**src/rtl/mode_sequencer.sv**
```systemverilog
// Mode sequencer: keeps one of N_MODES pattern blocks enabled, with a guard gap between modes,
// online preemption and an optional stall watchdog (enabled by defining MODE_WDT_EN).
module mode_sequencer #(
    parameter int N_MODES = 6,
    parameter int SEL_W   = 2,
    parameter int GAP_CYC = 2,
    parameter int WDT_CYC = 1024,
    parameter int IDX_W   = $clog2(N_MODES)
) (
    input  logic               clk,
    input  logic               rst,
    input  logic               start,
    input  logic               stop,
    input  logic               online_req,
    input  logic               reset_req,
    input  logic [SEL_W-1:0]   sel,
    input  logic [N_MODES-1:0] done,
    output logic [N_MODES-1:0] enb,
    output logic [IDX_W-1:0]   cur_mode,
    output logic               busy,
    output logic               wdt_err
);

    typedef enum logic [1:0] {
        S_IDLE = 2'd0,
        S_RUN  = 2'd1,
        S_GAP  = 2'd2
    } state_t;

    localparam int GAP_W    = (GAP_CYC > 1) ? $clog2(GAP_CYC) : 1;
    localparam int GAP_LAST = (GAP_CYC > 0) ? GAP_CYC - 1 : 0;

    state_t             state_reg, state_next;
    logic [IDX_W-1:0]   cur_mode_reg, cur_mode_next;
    logic [GAP_W-1:0]   gap_cnt_reg, gap_cnt_next;
    logic               force_rst_reg, force_rst_next;

    logic [N_MODES-1:0] mode_hit;
    logic               done_cur;
    logic               preempt;
    logic               run_end;
    logic               wdt_fire;
    logic [31:0]        norm_idx;
    logic [IDX_W-1:0]   sel_idx;

    // One decoder serves both the done filter and the one-hot enable.
    genvar gi;
    generate
        for (gi = 0; gi < N_MODES; gi++) begin : g_mode
            assign mode_hit[gi] = (cur_mode_reg == IDX_W'(gi));
        end
    endgenerate

    assign done_cur = |(done & mode_hit);
    assign preempt  = online_req && (cur_mode_reg != '0);

    // Priority selection; out-of-range normal codes fall back to the first normal mode.
    always_comb begin
        norm_idx = 32'(sel) + 32'd2;
        if (online_req) begin
            sel_idx = IDX_W'(0);
        end else if (reset_req) begin
            sel_idx = IDX_W'(1);
        end else if (norm_idx > 32'(N_MODES - 1)) begin
            sel_idx = IDX_W'(2);
        end else begin
            sel_idx = IDX_W'(norm_idx);
        end
    end

`ifdef MODE_WDT_EN
    localparam int WDT_W = $clog2(WDT_CYC);

    logic [WDT_W-1:0] wdt_cnt_reg;
    logic             wdt_err_reg;

    assign wdt_fire = (state_reg == S_RUN) && (wdt_cnt_reg == WDT_W'(WDT_CYC - 1));

    // Counter restarts on every new mode, including back-to-back modes with no gap.
    always_ff @(posedge clk) begin
        if (rst) begin
            wdt_cnt_reg <= '0;
            wdt_err_reg <= 1'b0;
        end else begin
            if (wdt_fire) begin
                wdt_err_reg <= 1'b1;
            end
            if (state_reg != S_RUN || run_end) begin
                wdt_cnt_reg <= '0;
            end else begin
                wdt_cnt_reg <= wdt_cnt_reg + 1'b1;
            end
        end
    end

    assign wdt_err = wdt_err_reg;
`else
    assign wdt_fire = 1'b0;
    assign wdt_err  = 1'b0;
`endif

    always_ff @(posedge clk) begin
        if (rst) begin
            state_reg     <= S_IDLE;
            cur_mode_reg  <= '0;
            gap_cnt_reg   <= '0;
            force_rst_reg <= 1'b0;
        end else begin
            state_reg     <= state_next;
            cur_mode_reg  <= cur_mode_next;
            gap_cnt_reg   <= gap_cnt_next;
            force_rst_reg <= force_rst_next;
        end
    end

    always_comb begin
        state_next     = state_reg;
        cur_mode_next  = cur_mode_reg;
        gap_cnt_next   = gap_cnt_reg;
        force_rst_next = force_rst_reg;
        run_end        = 1'b0;
        case (state_reg)
            S_IDLE: begin
                gap_cnt_next   = '0;
                force_rst_next = 1'b0;
                if (start) begin
                    state_next    = S_RUN;
                    cur_mode_next = sel_idx;
                end
            end
            S_RUN: begin
                run_end      = wdt_fire || done_cur || preempt;
                gap_cnt_next = '0;
                if (run_end) begin
                    if (stop) begin
                        state_next = S_IDLE;
                    end else if (GAP_CYC > 0) begin
                        // Remember a watchdog end so the gap exit picks the reset pattern.
                        state_next     = S_GAP;
                        force_rst_next = wdt_fire;
                    end else begin
                        cur_mode_next = wdt_fire ? IDX_W'(1) : sel_idx;
                    end
                end
            end
            S_GAP: begin
                if (stop) begin
                    state_next     = S_IDLE;
                    force_rst_next = 1'b0;
                    gap_cnt_next   = '0;
                end else if (gap_cnt_reg == GAP_W'(GAP_LAST)) begin
                    state_next     = S_RUN;
                    cur_mode_next  = force_rst_reg ? IDX_W'(1) : sel_idx;
                    force_rst_next = 1'b0;
                    gap_cnt_next   = '0;
                end else begin
                    gap_cnt_next = gap_cnt_reg + 1'b1;
                end
            end
            default: begin
                state_next = S_IDLE;
            end
        endcase
    end

    always_comb begin
        enb      = (state_reg == S_RUN) ? mode_hit : '0;
        busy     = (state_reg != S_IDLE);
        cur_mode = cur_mode_reg;
    end

endmodule

```
**config.mk**
```make
export PLATFORM = sky130hd
export DESIGN_NAME = mode_sequencer
export DESIGN_NICKNAME = d
export VERILOG_FILES = /design/src/rtl/mode_sequencer.sv
export SDC_FILE = /design/constraint.sdc
export NUM_CORES = 1
export LEC_CHECK = 0
export BUFFER_PORTS_ARGS = -buffer_cell sky130_fd_sc_hd__buf_4
export CORE_MARGIN = 4
export CORE_UTILIZATION = 32
export DETAILED_ROUTE_END_ITERATION = 16
export GPL_TIMING_DRIVEN = 0
export HOLD_SLACK_MARGIN = 0.15
export REMOVE_ABC_BUFFERS = 1
export SLEW_MARGIN = 20
export SYNTH_ARGS = -nofsm -noshare
export SYNTH_HDL_FRONTEND = slang
export SYNTH_SLANG_ARGS = --single-unit
```
**constraint.sdc**
```tcl
create_clock -name clk -period 1.25 [get_ports clk]
set_input_delay 0.0625 -clock clk [delete_from_list [all_inputs] [get_ports clk]]
set_output_delay 0.0625 -clock clk [all_outputs]
set_load 0.02 [all_outputs]
```
## Word-level counts from Yosys, hierarchy flattened

Index checks and enable logic that the tools add are counted.

- Bits in registers: 7
- Word-level logic and storage cells: 58
- Output and inout port bits: 11
- Bits of input ports: 14

- Equal/unequal tests: 13
- $lt $le $gt $ge: 1
- Add/sub/neg operators: 2
- Multiplexer cells: 23
- Bitwise logic cells: 1
- Reduce and logical (&&, ||, !) cells: 14

Operators by type and width:

| kind | count |
|---|---|
| $mux W3 | 7 |
| $mux W2 | 5 |
| $ne A2 B2 Y1 const B | 5 |
| $reduce_and A4 Y1 | 2 |
| $and A6 B6 Y6 | 1 |
| $eq A3 B2 Y1 const B | 2 |
| $eq A3 B3 Y1 const B | 2 |
| $mux W1 | 6 |
| $mux W6 | 1 |
| $pmux W2 S3 | 1 |
| $pmux W3 S2 | 1 |
| $reduce_bool A2 Y1 | 3 |
| $reduce_bool A3 Y1 | 2 |
| $reduce_or A6 Y1 | 1 |
| $add A2 B2 Y3 const B | 1 |
| $eq A3 B1 Y1 const B | 1 |
| $gt A3 B3 Y1 const B | 1 |
| $logic_not A3 Y1 | 1 |
| $ne A3 B3 Y1 const B | 1 |
| $pmux W1 S3 | 1 |
| $reduce_and A3 Y1 | 1 |
| $eq A2 B1 Y1 const B | 1 |
| $eq A2 B2 Y1 const B | 1 |
| $logic_not A2 Y1 | 1 |
| 5 further kinds | 5 |

## Depth between registers and ports, before layout

- Word-level depth: 9
- Depth in mapped cells: 5
- Depth with buffers taken out: 4

## Least setup slack after synthesis

OpenSTA, ideal clock, no wires.

- Path kind: register to output
- Start point: register cur_mode_reg[1] (netlist: cur_mode[1])
- End point: output port enb[2]
- Buffers on the path: 0
- Data required time: 1.188 ns
- Setup slack: -0.254 ns
- Data arrival time: 1.441 ns
- Cell stages (with the launch flop): 4
- Path through: dfxtp_1 > inv_1 > or4_4 > nor2_1

- Word-level cells in the longest chain between the ends: 2

Ends and longest elaborated chain:

| item | RTL line | source |
|---|---|---|
| from (decl) | 34 | `logic [IDX_W-1:0] cur_mode_reg, cur_mode_next;` |
| from (signal assigned) | 110 | `cur_mode_reg <= cur_mode_next;` |
| $eq A3 B2 Y1 | 50 | `assign mode_hit[gi] = (cur_mode_reg == IDX_W'(gi));` |
| $mux W6 | 167 | `enb = (state_reg == S_RUN) ? mode_hit : '0;` |
| to (decl) | 18 | `output logic [N_MODES-1:0] enb,` |

Every way passes these cells.

## Final worst setup path

- Start point: register state_reg[0]
- End point: output port enb[3]

- Word-level cells in the longest chain between the ends: 2

Ends and longest elaborated chain:

| item | RTL line | source |
|---|---|---|
| from (decl) | 33 | `state_t state_reg, state_next;` |
| from (signal assigned) | 109 | `state_reg <= state_next;` |
| $eq A2 B1 Y1 | 167 |  |
| $mux W6 | 167 |  |

Every way passes these cells.

==> results.txt <==
Power Dens Cells: 807 nW/µm²
crit path kind: reg2out
Final min period: 1480 ps
RSZ-0062 raised after global routing: yes
first-pass GRT wire length: 2150 µm
CTS tree: yes
number of flip-flops in the largest register: 3
Synth Flop Type: dfxtp_1
Synth Instances: 60
Synth area leader: dfxtp_1
layout cell share with drive strength beyond 1: 0.489
vias per cell: 5.12
H-tree depth: 1
Worst setup SP type: register
Layout Utilization: 0.626
# setup viols final: 2
Longest Clk Path Bufs: 2
post-synthesis sequential area ratio: 0.281
DRT Wirelength: 1270 µm
CTS Root Buffer Type: clkbuf_4
Ant. Diodes: 0
Required @ worst endpoint: 1190 ps
clk sink count: 6
final hold violations: 0
Post-synth EDFFs: 0
top-count cell post-synth: nor2_1
DR vias: 532
synth-to-layout area growth: 73.4%
Non-Filler Instances: 104
placed insts: 93
dpl hpwl: 872 µm
drt pass-1 iters: 4
FILL cells: 119
Yosys Warn Count: 0
Worst-Skew Late Latency: 240 ps
crit end category: output port
Port Buf Inserts: 23
vias in the first global route: 483
Max Fclk: 0.676 GHz
largest net degree at the start of global routing: 12
Pins Over Slew Limit: 0
clock slew at reported path FFs: 50 ps
initial antenna violation count: 0
DIE AREA: 1990 µm²
Worst Hold Class: in2reg
fin crit share: 1.18
Layout Nets: 106
Synth top area share: 0.281
outcome: complete, but fails checks
Starting Density: 0.361
grt ovf: 0
num ports: 25
mean post-synth cell area: 7.13 µm²
Netlist cell types: 25
Fin Clk Skew: 2.27 ps
DIE WIDTH: 44.6 µm
main area contributors after synthesis: dfxtp_1 (28%), nor2_1 (8.8%), nand2b_1 (7.3%)
GRT Overall Usage: 0.147
arrival time of the worst setup path: 1420 ps
1st-iter DRT viols: 20
post-synthesis async set-or-reset flop share: 0
CP Max Fanout: 2
Core Area: 1190 µm²
Final ANT Viol Nets: 0
worst setup margin: -228 ps
Die Y: 44.6 µm
Peak VDD IR: 0.742 mV
GP Congestion: 0.745
Site Rows: 12
failing checks: setup timing
max_cap viols: 0
Synth top cells by count: nor2_1 (10), dfxtp_1 (6), nand2b_1 (5)
Mapped Area: 428 µm²
post-synthesis register bit count: 6
Num CTS Buffers: 3
post-detailed-route wirelength per cell: 12.2 µm
LEAKAGE: 0.318 nW
drt drc: 0
repair_timing:
action,4_1_cts,5_1_grt
hold endpoints to repair,6,0
gates resized for setup,9,8
setup endpoints to repair,5,11
pin swaps,2,1
hold buffers,5,0
setup buffers,3,0
power by group:
part | total (W) | internal, W | switching (W)
clock | 0.000178 | 0.000109 | 0.0000693
sequential | 0.000221 | 0.000202 | 0.0000190
combinational | 0.000200 | 0.000107 | 0.0000935
total | 0.000599 | 0.000417 | 0.000182
routing by layer:
metal  part of all wire  wire, µm  GRT usage  vias to the layer above
met1               0.42       539      0.189                      232
met2               0.46       584      0.223                       29
met3               0.11       135     0.0650                        2
met4             0.0087        11     0.0361                        0
li1                   -         -          -                      269
met5                  0         0          0                        -
cell families after synthesis:
family                 after synthesis  synth area share
AOI/OAI and AO/OA                   13             0.211
buffers and inverters                8            0.0877
DFF                                  6             0.281
muxes                                3            0.0702
other                                1           0.00876
and+or+nand+nor                     29             0.342
per-stage QoR:
step                total power, W  worst slack [ps]  area (µm²)  hold slack (ps)  TNS, ps
floorplan                 0.000310              -254         405              132     -521
global placement          0.000384              -117         596              276     -329
detailed placement        0.000384              -130         596              278     -301
CTS                       0.000591              -233         707              176     -446
global route              0.000642              -269         742              189     -740
finish                    0.000599              -228         742              176     -444
worst paths after layout:
kind,start,endpoint,slack (ps),cells after the start
worst max-delay path,state_reg[0],enb[3],-230,4
worst min-delay path,sel[0],cur_mode[0],180,5
worst max register to register,cur_mode[2],state_reg[1],70,4
worst min register to register,gap_cnt_reg,gap_cnt_reg,490,2
cell type report:
type                       count  area, µm²  area share
multi-input combinational     46        300       0.405
timing repair buffer          31        253       0.341
sequential                     6        134       0.180
clock buffer                   3       22.5      0.0304
tap                           14       17.5      0.0236
inverter                       4       15.0      0.0202
cells in the final DEF (no fill, tap or decap), drive strengths merged:
cell type and count:
nor3 4, a311oi 1, mux2i 3, dlygate4sd3 5, nand3b 1, o2bb2ai 1, a21oi 3, nand2 3
o21a 1, dfxtp 6, o221ai 1, or4 1, a31oi 4, inv 4, a21boi 1, conb 1
or3 1, nand2b 5, o21ai 1, nor2 10, or2 1, nand3 3, buf 26, clkbuf 3
critical path: stages (launching register included):
cell and delay, ps:
dfxtp_4 350, inv_2 40, or4_4 540, nor2_2 130, buf_6 120
Note: power is estimated with default switching activity, not from simulation.
